**src/rtl/fpnew_result_buffer.sv**
```systemverilog
// Result decoupling FIFO between the FPU output stage and core writeback.
// Latency: one cycle from push to head valid; one result per cycle sustained.
// Backpressure: in_ready_o depends only on the occupancy register, so downstream stalls never reach the pipeline combinationally.
module fpnew_result_buffer #(
  parameter int unsigned Width = 32,
  parameter int unsigned Depth = 4,
  parameter type TagType = logic,
  parameter type AuxType = logic
) (
  input  logic             clk_i,
  input  logic             rst_i,
  input  logic [Width-1:0] result_i,
  input  logic [4:0]       status_i,
  input  logic             extension_bit_i,
  input  TagType           tag_i,
  input  AuxType           aux_i,
  input  logic             in_valid_i,
  output logic             in_ready_o,
  input  logic             flush_i,
  output logic [Width-1:0] result_o,
  output logic [4:0]       status_o,
  output logic             extension_bit_o,
  output TagType           tag_o,
  output AuxType           aux_o,
  output logic             out_valid_o,
  input  logic             out_ready_i,
  output logic [4:0]       fflags_o,
  input  logic             fflags_clr_i,
  output logic [$clog2(Depth+1)-1:0] usage_o,
  output logic             busy_o
);

  localparam int unsigned PtrW = $clog2(Depth);
  localparam int unsigned CntW = $clog2(Depth + 1);

  typedef struct packed {
    logic [Width-1:0] result;
    logic [4:0]       status;
    logic             ext;
    TagType           tag;
    AuxType           aux;
  } entry_t;

  entry_t          mem [Depth];
  logic [PtrW-1:0] wp;
  logic [PtrW-1:0] rp;
  logic [CntW-1:0] cnt;
  logic            push;
  logic            pop;
  entry_t          head;

  // Full/empty come from the count alone; pointer equality is ambiguous when full.
  assign in_ready_o  = (cnt != CntW'(Depth));
  assign out_valid_o = (cnt != '0);
  assign busy_o      = out_valid_o;
  assign usage_o     = cnt;

  // A flush cancels both handshakes in its cycle.
  assign push = in_valid_i & in_ready_o & ~flush_i;
  assign pop  = out_valid_o & out_ready_i & ~flush_i;

  assign head            = mem[rp];
  assign result_o        = head.result;
  assign status_o        = head.status;
  assign extension_bit_o = head.ext;
  assign tag_o           = head.tag;
  assign aux_o           = head.aux;

  // Entry storage: write at wp on push; fully cleared by reset so outputs read zero.
  always_ff @(posedge clk_i) begin
    if (rst_i) begin
      for (int i = 0; i < Depth; i++) mem[i] <= '0;
    end else if (push) begin
      mem[wp] <= '{result: result_i, status: status_i, ext: extension_bit_i,
                   tag: tag_i, aux: aux_i};
    end
  end

  // Pointers and occupancy; pointers wrap explicitly so Depth need not be a power of two.
  always_ff @(posedge clk_i) begin
    if (rst_i || flush_i) begin
      wp  <= '0;
      rp  <= '0;
      cnt <= '0;
    end else begin
      if (push) wp <= (wp == PtrW'(Depth - 1)) ? '0 : wp + PtrW'(1);
      if (pop)  rp <= (rp == PtrW'(Depth - 1)) ? '0 : rp + PtrW'(1);
      case ({push, pop})
        2'b10:   cnt <= cnt + CntW'(1);
        2'b01:   cnt <= cnt - CntW'(1);
        default: cnt <= cnt;
      endcase
    end
  end

  // Sticky exception flags; a pop in the clearing cycle still leaves its flags set.
  always_ff @(posedge clk_i) begin
    if (rst_i) begin
      fflags_o <= '0;
    end else begin
      fflags_o <= (fflags_clr_i ? 5'b0 : fflags_o) | (pop ? head.status : 5'b0);
    end
  end

endmodule

```
**config.mk**
```make
export PLATFORM = sky130hd
export DESIGN_NAME = fpnew_result_buffer
export DESIGN_NICKNAME = d
export VERILOG_FILES = /design/src/rtl/fpnew_result_buffer.sv
export SDC_FILE = /design/constraint.sdc
export NUM_CORES = 1
export LEC_CHECK = 0
export ABC_AREA = 1
export BUFFER_PORTS_ARGS = -buffer_cell sky130_fd_sc_hd__buf_2
export CORE_AREA = 2 2 155 157
export DETAILED_ROUTE_END_ITERATION = 12
export DIE_AREA = 0 0 157 159
export PLACE_DENSITY = 0.62
export SYNTH_ARGS = -nofsm -noshare
export SYNTH_HDL_FRONTEND = slang
export SYNTH_SLANG_ARGS = --single-unit
```
**constraint.sdc**
```tcl
create_clock -name clk_i -period 6.5 [get_ports clk_i]
set_clock_uncertainty 0.05 [all_clocks]
set_input_delay 0.975 -clock clk_i [delete_from_list [all_inputs] [get_ports clk_i]]
set_output_delay 0.975 -clock clk_i [all_outputs]
set_load 0.005 [all_outputs]
```
; ---- Word-level counts from Yosys, hierarchy flattened
; Memory sizes are Yosys's and may differ from the RTL's. A register that Yosys moved wholly into a read port is not among the register bits.
; Index checks and enable logic that the tools add are counted.
[op_classes]
n_bitwise = 6
n_addsub = 4
reduce_logical = 4
mux = 15
n_eq_ne = 5
[ops]
columns = cell, count
row1 = 40-bit two-way mux, 1
row2 = 40-bit OR reduction, 1
row3 = 2-bit two-way mux, 5
row4 = 5-bit two-way mux, 2
row5 = "2-bit == test, second input constant", 3
row6 = 1-bit two-way mux, 6
row7 = 3-bit case mux with 2 select lines, 1
row8 = 5-bit OR, 1
row9 = "2-bit by 1-bit adder with 2-bit output, second input constant", 2
row10 = 1-bit AND, 4
row11 = "3-bit by 1-bit adder with 3-bit output, second input constant", 1
row12 = "3-bit != test, second input constant", 1
row13 = 3-bit nonzero test, 1
row14 = "3-bit by 1-bit subtractor with 3-bit output, second input constant", 1
row15 = "2-bit by 1-bit == test with 1-bit output, second input constant", 1
row16 = 2-bit nonzero test, 1
row17 = 1-bit logical OR, 1
row18 = 1-bit inverter, 1
[word_totals]
mem_count = 1
mem_bits_rw = 160
wordCells = 39
out_inout_bits = 51
reg_bits = 12
[memory_table]
columns = name, words, width, rd, rd_ports_with_merged_regs, wr, line
row1 = mem, 4, 40, 1, 1, 4, 44  ; entry_t mem [Depth];

; ---- Depth between registers and ports, before layout
; Gate-level depths: netlist of the first run.
[depth]
ltp_word = 8
mapped_depth = 12
mapped_depth_nobuf = 12

; ---- Worst setup path after synthesis of the first run
; No wires, ideal clock.
[synth_path]
kind = input to register
from = input in_valid_i
to = memory mem[0][0] (netlist bit), enable pin
slack_ns = 1.633
path_stages = 6
arrival_ns = 4.324
path_buffers = 0
t_required_ns = 5.957
path_cell_list = inv_1 -> nor2_2 -> nand2_2 -> nor2_4 -> nand2_4 -> o21ai_0
[synth_rtl]
columns = item, line
row1 = from (decl), 17  ; input logic in_valid_i,
row2 = to (decl), 44

==> out/summary.md, run 1 <==
Once the floorplan was initialized, standard cells occupied 34.8% of the core. Startpoint of the worst register-to-register path: usage_o[0]. Number of buffers and inverters on the critical path: 1. The logs give 849 for the final-stage net count and 0.764 for the weighted congestion reported at the end of routability-driven placement. The floorplan die width came out at 157 um. In this run, synthesis produced a sequential element count of 174.

Number of slew-limit violations in the final report: 0. Number of antenna violations at the first check in global routing: 0. For the peak supply drop, the log shows 0.000114 V. The cell count after synthesis came out at 728. The portion of the clock cycle consumed by the worst path in the final layout was 55.6%. The run gives 0 as the final count of hold timing violations. The count of nets left with antenna violations once routing finished came out at 0. Data on the critical path is required at its endpoint by 6.50 ns.

The die covers 0.0250 mm^2. Top cell family by delay on the critical path: simple AND/OR/NAND/NOR gates. The count of buffers added on input and output ports is 96.

The number of cells on the worst reg-to-reg path is 6. The number of gates resized after CTS was 0. Async set or reset register ratio after synthesis: 0%.

The flow ran to the end, and the final reports show no timing, DRC or antenna violations. The logs give 63.0% for the portion of the post-synthesis area used by sequential elements and 0.00807 mm^2 for the synthesized area. The later pin in the worst-skew pair is clocked with a latency of 0.43 ns. For the final routed database, the setup TNS stands at 0 ns.

The first global-routing pass estimated 29,900 um of wire. The tools report the kind of end point of the critical path as a register. When the netlist entered floorplanning its net count stood at 778. The worst hold path depth is 2, and the fraction of synthesized cell area taken by the top area cell type is 59.6%. Of the cells placed in the final design, the portion with a size suffix greater than 1 is 28.4%.

The clock buffer count from CTS came out at 17. Post-CTS timing repair inserted 0 buffers for setup. The data arrival at the endpoint of the critical path was 3.61 ns; the clock transition at the registers of the reported paths was 0.06 ns. Wire length per cell after detailed routing: 16.8 um. The length of the first detailed-routing pass in iterations was 5. Ranked by total cell area, the synthesized netlist is headed by sky130_fd_sc_hd__edfxtp_1, sky130_fd_sc_hd__nor3_2, sky130_fd_sc_hd__nor2_1. Overall power consumption after layout is estimated at 0.00241 W. The type of the worst min-delay path is register to register. The run gives 0 as the cts-stage hold buffer count. The final critical delay including setup and external delays is 3.61 ns, and the number of sinks handled by clock tree synthesis is 174.

The largest individual stage delay along the critical path comes from the cell sky130_fd_sc_hd__nand2_2. The top fanout value on the critical path was 40. The analysis attributes to cell leakage a power of 3.66 nW. The root buffer cell was sky130_fd_sc_hd__clkbuf_16. After legalization and detailed placement, the total HPWL measured 10,900 um.

TritonCTS built the clock tree. The clock tree buffer depth is 2, and the total global routing track utilization is 15.5%. Summed over all instances, the cell type with the most area after synthesis is sky130_fd_sc_hd__edfxtp_1. In the synthesized netlist the dominant register cell turns out to be sky130_fd_sc_hd__edfxtp_1. The detailed router's first-iteration violation count was 477; the number of endpoints failing setup at the final stage was 0. The final layout contains routed wiring with a total length of 19,000 um. The normalized max-slew margin was 25.1%; the distinct cell type count after synthesis was 26. STA classifies the critical path startpoint as an input port. For this run, the slowest stage of the critical path takes 1.23 ns. The worst-margin pin slew was 1.12 ns.

The critical path goes through buf_2 > nor2_2 > nand2_2 > nor2_4 > nand3_2 > nand2_2. For this run, the number of Yosys warnings is 0. After global routing the overflow that remains totals 0. The run gives 0 as the number of inserted diodes. The critical path is of the input port to register type.

In this run the standard cell core region covers 0.0232 mm^2. The H-tree was split into 4 levels. In this run the cell area measured after placement is 0.00876 mm^2. The run gives 56 as the floorplan row count. Setup repair after global routing left no endpoint under its margin. Overall die height: 159 um. The routed layout has 5,507 vias. The leading cell type by number of instances after synthesis is sky130_fd_sc_hd__edfxtp_1. The boundary pin count was 97; the routed via count divided by cell count was 4.87.

The number of max-capacitance violations reported came out at 0. By instance count, the cell type seen most on the critical path is sky130_fd_sc_hd__nand2_2. The tools report the maximum achievable frequency as 0.277 GHz.

The first element of the critical path was flush_i. The run gives 0.00931 mm^2 as the summed area of non-filler cells in the final layout. The startpoint identified for the worst hold timing path is fflags_o[2]. The core occupancy in the finished layout came out at 40.1%. For the remaining design rule violation count, the log shows 0.

The area added between synthesis and finish is 15.4%, and the count of flip-flops with a built-in enable after synthesis is 160. The commonest cells after synthesis are sky130_fd_sc_hd__edfxtp_1, sky130_fd_sc_hd__nor2_1, sky130_fd_sc_hd__nor3_2, sky130_fd_sc_hd__o21ai_0, sky130_fd_sc_hd__inv_1. The mean instance size in the synthesized netlist was 11.1 um^2; the pin count of the biggest net entering global routing was 82. The count of cell instances traversed by the critical path was 6; the number of global-route vias before repair was 5,427. The power per cell area works out to 259 mW/mm^2.
==> cells in the final DEF (no fill, tap or decap), drive strengths merged <==
master / instances
o22ai: 35
clkinvlp: 3
bufinv: 1
clkbuf: 18
ha: 3
nand2: 49
clkinv: 9
dfxtp: 14
edfxtp: 160
nor4: 1
nor2: 156
nor3: 80
fa: 1
a21oi: 12
inv: 75
o31ai: 1
o21ai: 76
nand3b: 1
nand3: 13
buf: 104
==> tightest hold or removal path, stage by stage, from the launching register on <==
cell,delay (ns)
sky130_fd_sc_hd__dfxtp_1,0.31
sky130_fd_sc_hd__nand2_1,0.06
sky130_fd_sc_hd__a21oi_1,0.05
==> sequential cells by signal (all words and copies together) (netlist names), named ones only <==
signal and count:
usage_o 3, mem 160, rp 2, wp 2, fflags_o 5
==> power breakdown <==
part / total, W / leakage [nW] / switching (W) / internal, W
Sequential: 0.00129 / 1.76 / 0.0000166 / 0.00127
Combinational: 0.000161 / 1.64 / 0.000114 / 0.0000473
Clock: 0.000957 / 0.263 / 0.000431 / 0.000526
==> logic make-up after synthesis <==
| family | Yosys count | share of synthesized area, % |
|---|---|---|
| AOI/OAI and AO/OA | 124 | 8.27 |
| adders and majority gates | 4 | 0.714 |
| buffers and inverters | 126 | 7.17 |
| DFF | 174 | 63.0 |
| and+or+nand+nor | 300 | 20.8 |
==> per-layer routing <==
metal / GRT usage (%) / vias up / wire length (um) / share of wire [%]
li1: - / 2643 / - / -
met1: 20.5 / 2691 / 8420 / 44
met2: 25.6 / 154 / 9320 / 49
met3: 3.13 / 19 / 1020 / 5.4
met4: 4.63 / 0 / 278 / 1.5
met5: 0 / - / 0 / 0
==> stage by stage <==
| step | instances | setup slack [ns] | hold slack, ns |
|---|---|---|---|
| 2_1_floorplan | 728 | 1.63 | 0.408 |
| 3_3_place_gp | 1099 | 2.46 | 0.403 |
| 3_5_place_dp | 1099 | 2.32 | 0.409 |
| 4_1_cts | 1131 | 2.78 | 0.419 |
| 5_1_grt | 1131 | 2.64 | 0.437 |
| 6_report | 1131 | 2.89 | 0.418 |
==> cell type report <==
class,instances,area (um^2)
Fill cell,2258,13900
Sequential cell,174,5090
Multi-Input combinational cell,428,2450
Timing Repair Buffer,104,541
Clock buffer,18,429
Tap cell,319,399
Inverter,74,278
Clock inverter,14,120
==> final timing paths <==
path	to	slack, ns
max	mem[1][37]	2.89
min	fflags_o[2]	0.42
max reg2reg	mem[1][37]	3.19
min reg2reg	fflags_o[2]	0.42
Note: power is estimated with default switching activity, not from simulation.
==> run 2: changes to the inputs <==
--- a/config.mk
+++ b/config.mk
@@ -10,7 +10,7 @@
 export CORE_AREA = 2 2 155 157
 export DETAILED_ROUTE_END_ITERATION = 12
 export DIE_AREA = 0 0 157 159
-export PLACE_DENSITY = 0.62
+export PLACE_DENSITY = 0.64
 export SYNTH_ARGS = -nofsm -noshare
 export SYNTH_HDL_FRONTEND = slang
 export SYNTH_SLANG_ARGS = --single-unit
==> constraint.sdc (replaced) <==
create_clock -name clk_i -period 3.1 [get_ports clk_i]
set_clock_uncertainty 0.05 [all_clocks]
set_input_delay 0.465 -clock clk_i [delete_from_list [all_inputs] [get_ports clk_i]]
set_output_delay 0.465 -clock clk_i [all_outputs]
set_load 0.005 [all_outputs]
==> out/summary.md, run 2 (same netlist as run 1, synthesis figures left out) <==
Counting along the longest clock path gives a buffer depth of 2. The final count of hold timing violations is 0. Startpoint of the worst register-to-register path: usage_o[1]. For the core area, the log shows 0.0232 mm^2. For this design, the CTS-stage hold fixing added 0 buffers.

Buffers placed on the I/O ports in this run total 96. The number of inserted diodes was 0. The detail route stage leaves a number of antenna-violating nets equal to 0. The root buffer cell was sky130_fd_sc_hd__clkbuf_16. The first detailed-routing pass ran for 5 iterations. The run gives 11,200 um as the estimated wirelength of the detail-placed design. The number of gates given a new drive strength after cts came out at 0. The run gives 452 as the detailed router's first-iteration violation count. The number of antenna violations at the first check in global routing came out at 0. The post-placement setup slack was 0.835 ns; the overall routed net length was 19,300 um. The area added between synthesis and finish was 16.8%.

The flip-flop count of the largest register, all copies and words added works out to 160. After clock tree synthesis, the setup repair step added 0 buffers. In the layout the commonest cells are sky130_fd_sc_hd__edfxtp_1, sky130_fd_sc_hd__nor2_1, sky130_fd_sc_hd__buf_2, sky130_fd_sc_hd__nor3_2, sky130_fd_sc_hd__o21ai_0.

Along the worst path, the maximum fanout reaches 80. The worst pin sits at a relative slew slack of 41.7%. Including well taps, the total number of placed cells is 1,108.

Hold is met by 0.290 ns. The final-stage net count is 858, and the deepest level of the CTS H-tree is 4. TritonCTS built the clock tree. The wire length per cell after detailed routing works out to 16.9 um. The tools report the number of slew-limit violations in the final report as 0.

The power per cell area was 538 mW/mm^2; the boundary pin count was 97. At the pin with the least slew margin, the transition time is 0.875 ns. The weighted congestion reported at the end of routability-driven placement was 0.708; the number of sinks handled by clock tree synthesis was 174. Type of the setup path with the least slack: register to output pin.

Entering global routing, the biggest net connects 81 pins. The run finished with clean final reports. The tightest min-delay check is of the input port to register type. For this run, the total global-route usage over all layers was measured as 15.8%. The final critical delay including setup and external delays is 2.69 ns. The number of global-route vias before repair came out at 5,398.

The initial utilization of the core area, before any placement, comes to 34.8%. The kind of end point of the critical path was an output pin. The analysis attributes to cell leakage a power of 3.71 nW.

Leaving out fill and tap cells, the most frequent cell in the layout is sky130_fd_sc_hd__edfxtp_1. In this run the vertical extent of the chip is 159 um. The remaining design rule violation count came out at 0. Setup repair after global routing left no endpoint under its margin. The tool flagged a number of max-cap violations equal to 0. Counting the fill cells in the layout gives 2,226. Start point of the worst min-delay path: rst_i.

The run gives 30,300 um as the global-route wire length before repair. After clock tree synthesis, the clock-pin slew on the worst setup and hold paths is 0.07 ns. The data arrival at the endpoint of the critical path was 2.17 ns; the final worst-path setup slack was 0.412 ns.

The portion of the clock cycle consumed by the worst path in the final layout works out to 86.7%. The placed instances occupy a cell area of 0.00887 mm^2. IR analysis of the VDD net gives a maximum drop of 0.000280 V.

Setup violations remaining at the end of the flow were counted as 0. Cells with a size suffix above 1 make up 29.2% of the layout. Summing all non-filler instances in the final layout gives an area of 0.00942 mm^2.

STA classifies the critical path startpoint as a register. For the number of vias after detailed routing, the log shows 5,568. The floorplan has 56 rows. After global routing the overflow that remains totals 0. The logs give 17 for the clock buffer count from CTS and 1,140 for the final cell count without fillers. STA puts the critical path data required time at 2.58 ns. The die is 157 um wide. The setup check on the worst reg-to-reg path leaves a slack of 0.94 ns. The die covers 0.0250 mm^2. Static timing analysis puts the maximum clock frequency at 0.372 GHz. The register name with the most flops was mem.

The routed via count divided by cell count came out at 4.88. The clock latency at the later pin of the worst-skew pair was 0.43 ns.
[run 2: path summary, 6_finish.rpt]
check | to | cells past startpoint
min reg2reg | fflags_o[0] | 2
min | fflags_o[0] | 2
max reg2reg | usage_o[2] | 11
max | result_o[30] | 4
[run 2: power breakdown]
part / internal (W) / total, W / switching, W
sequential: 0.00267 / 0.00269 / 0.0000260
combinational: 0.000108 / 0.000358 / 0.000250
clock: 0.00111 / 0.00202 / 0.000916
[run 2: final cells by class]
cell class              count  area, um^2  area share [%]
clock buffers              19         433            4.60
clock inverters            13         116            1.24
inverters                  74         278            2.95
multi-input cells         428        2450            26.0
flip-flops and latches    174        5090            54.0
well taps                 319         399            4.24
repair buffers            113         658            6.99
[run 2: per-stage QoR]
stage | power (W) | utilization (%) | TNS, ns
after CTS | 0.00511 | 40.6 | 0
after global routing | 0.00524 | 40.6 | 0
after global placement | 0.00310 | 38.2 | 0
after detailed placement | 0.00311 | 38.2 | 0
final | 0.00507 | 40.6 | 0
after floorplan | 0.00295 | - | -14.56
[run 2: layer usage]
layer | track usage [%] | wire, um
met4 | 5.46 | 278
met2 | 24.9 | 9170
met5 | 0 | 0
met1 | 21.9 | 8930
met3 | 3.02 | 916
[run 2: worst max-delay path, stage by stage, from the launching register on]
cell and delay (ns):
sky130_fd_sc_hd__dfxtp_2 0.34, sky130_fd_sc_hd__buf_4 0.61, sky130_fd_sc_hd__o21ai_0 0.20, sky130_fd_sc_hd__o22ai_1 0.31, sky130_fd_sc_hd__buf_2 0.18
==> run 3: changes to the inputs <==
--- a/config.mk
+++ b/config.mk
@@ -10,7 +10,7 @@
 export CORE_AREA = 2 2 155 157
 export DETAILED_ROUTE_END_ITERATION = 12
 export DIE_AREA = 0 0 157 159
-export PLACE_DENSITY = 0.64
+export PLACE_DENSITY = 0.62
 export SYNTH_ARGS = -nofsm -noshare
 export SYNTH_HDL_FRONTEND = slang
 export SYNTH_SLANG_ARGS = --single-unit
==> constraint.sdc (replaced) <==
create_clock -name clk_i -period 3.25 [get_ports clk_i]
set_clock_uncertainty 0.05 [all_clocks]
set_input_delay 0.4875 -clock clk_i [delete_from_list [all_inputs] [get_ports clk_i]]
set_output_delay 0.4875 -clock clk_i [all_outputs]
set_load 0.005 [all_outputs]
==> out/summary.md, run 3 (same netlist as run 1, synthesis figures left out) <==
For the worst setup path, the data required time is 2.71 ns. Number of slew-limit violations in the final report: 0. Of the cells placed in the final design, the portion with a size suffix greater than 1 is 29.0%. The count of nets left with antenna violations once routing finished came out at 0.

The startpoint type of the worst setup path was a register. After the last flow step, the layout net total stands at 859. For this design the static power due to leakage is 3.75 nW. Counting along the longest clock path gives a buffer depth of 2.

The kind of end point of the critical path is an output pin. The number of vias after detailed routing was 5,470; the number of inserted diodes was 0. Setup repair after global routing left no endpoint under its margin. Among all stages on the critical path, the largest delay is contributed by sky130_fd_sc_hd__buf_4. The startpoint identified for the worst hold timing path is rst_i. CTS saw 174 sinks.

The initial utilization of the core area, before any placement, comes to 34.8%. The logs give 363 for the detailed router's first-iteration violation count and 97 for the boundary pin count. TritonCTS built the clock tree.

The tightest hold path in the finished design has a slack of 0.331 ns. The post-route setup TNS was 0 ns. In the routed design, unresolved DRC markers number 0. Using the TritonRoute via totals, the vias-per-cell ratio works out to 4.80. From synthesis to final layout, the design area changed by 17.2%.

The critical path goes through buf_4 > o21ai_0 > o22ai_1 > buf_2. The floorplan step set the die width to 157 um. The estimated wirelength of the detail-placed design is 11,400 um, and the final worst-path setup slack is 0.528 ns. The register with the most flip-flops in the layout has 160 of them. Measured in cells, the most critical reg-to-reg path has a length of 7.

The worst hold path depth came out at 2. The root buffer cell was sky130_fd_sc_hd__clkbuf_16. The logs give 4 for the length of the first detailed-routing pass in iterations and 0.42 ns for the clock latency at the later pin of the worst-skew pair.

The number of antenna violations at the first check in global routing came out at 0. After layout, the worst path uses 83.7% of the clock period. Clock tree synthesis inserted a total of 17 buffers.

The run gives 0.702 as the weighted congestion reported at the end of routability-driven placement. The final count of hold timing violations came out at 0. The type of the worst min-delay path was input port to register.

Prior to clock tree synthesis, the placed netlist has a worst setup slack of 0.662 ns. The count of cells in the finished layout, fillers not included, comes to 1,139. The tools report the maximum achievable frequency as 0.367 GHz. The die covers 0.0250 mm^2. The overall die height works out to 159 um.

The final critical delay including setup and external delays is 2.72 ns, and the flop-to-flop setup slack is 0.73 ns. Of all nets on the critical path, the largest fanout is 80. The cts-stage hold buffer count is 0. Across the whole layout, storage elements account for 0.00509 mm^2. The run gives 28.4% as the normalized max-slew margin. For this run, the total global-route usage over all layers was measured as 15.9%. The largest single stage delay on the critical path is 0.62 ns.

Counting tap cells, the placed design contains a total of 1,109 instances. The total of buffers placed on input and output ports is 96. The startpoint of the worst register-to-register path is usage_o[1]. In the final routed layout, each cell accounts on average for 16.9 um. The final-layout fill cell count came out at 2,259.

For the global-route wire length before repair, the log shows 30,200 um. The run finished with clean final reports. The post-CTS setup repair buffer count came out at 0.

For the overall routed net length, the log shows 19,200 um. Power spread over the standard cell area amounts to 529 mW/mm^2. The remaining global-route overflow is 0, and the number of max-capacitance violations reported is 0. Across the VDD grid, the largest voltage drop is 0.000341 V. After floorplanning, the core was sized to cover 0.0232 mm^2.

The worst-margin pin slew is 1.07 ns, and the number of endpoints failing setup at the final stage is 0. The run gives 4 as the deepest level of the CTS H-tree. The library cell used most frequently in the layout, excluding fill and tap cells, is sky130_fd_sc_hd__edfxtp_1. End of the worst register-to-register path: mem[0][27]. By startpoint and endpoint, the worst setup path is classified as register to output pin. Total area of multi-input combinational cells: 0.00245 mm^2. In this run the core area contains 56 standard-cell rows. The number of global-route vias before repair was 5,442; the data arrival at the endpoint of the critical path was 2.18 ns.

Measured on the finished design, the core utilization comes to 40.8%. The clock transition at the registers of the reported paths came out at 0.06 ns. Entering global routing, the biggest net connects 81 pins.

Ranked by flip-flop count, first place goes to mem. The top cell types in the final layout, fill and taps aside, are sky130_fd_sc_hd__edfxtp_1, sky130_fd_sc_hd__nor2_1, sky130_fd_sc_hd__buf_2, sky130_fd_sc_hd__nor3_2, sky130_fd_sc_hd__o21ai_0. Once the clock tree was built, the resizer swapped 0 gates to a different size.

The destination of the worst hold path is fflags_o[2].
## run 3: worst max-delay path by stage
stage / from / slack, ns / end / cells past startpoint
3_3_place_gp: in_valid_i / 0.72 / mem[2][34] / 8
4_1_cts: register / 0.57 / result_o[9] / 4
2_1_floorplan: in_valid_i / -0.05 / mem[0][0] / 6
5_1_grt: register / 0.44 / result_o[13] / 4
3_5_place_dp: in_valid_i / 0.66 / mem[2][32] / 8
6_report: register / 0.53 / result_o[9] / 4
## run 3: power breakdown
part	total, W	switching, W	internal (W)
Combinational	0.000339	0.000238	0.000102
Sequential	0.00257	0.0000250	0.00254
Clock	0.00210	0.000822	0.00127
Total	0.00500	0.00108	0.00392
## run 3: layout make-up
| class | count | area share, % |
|---|---|---|
| clock buffer | 18 | 4.54 |
| clock inverter | 12 | 1.81 |
| inverter | 74 | 2.94 |
| multi-input combinational | 428 | 25.9 |
| sequential | 174 | 53.8 |
| tap | 319 | 4.22 |
| timing repair buffer | 114 | 6.78 |
## run 3: routing by layer
metal  wire [um]  share of wire (%)  vias to the layer above  global-route usage, %
li1            -                  -                     2661                      -
met4         259                1.3                        0                   5.55
met3        1010                5.2                       14                   3.29
met2        9580                 50                      145                   26.2
met1        8390                 44                     2650                   20.6
met5           0                  0                        -                      0
## run 3: critical path: cells and delay by family (launching register included)
kind / cells / cell delay (ns)
buffers and inverters: 2 / 0.81
AOI/OAI and AO/OA: 2 / 0.57
DFF: 1 / 0.33
## run 3: per-stage QoR
stage	total power [W]	area, um^2
after floorplan	0.00281	8070
after global placement	0.00296	8850
after detailed placement	0.00296	8850
after CTS	0.00504	9450
after global routing	0.00517	9450
final	0.00500	9450
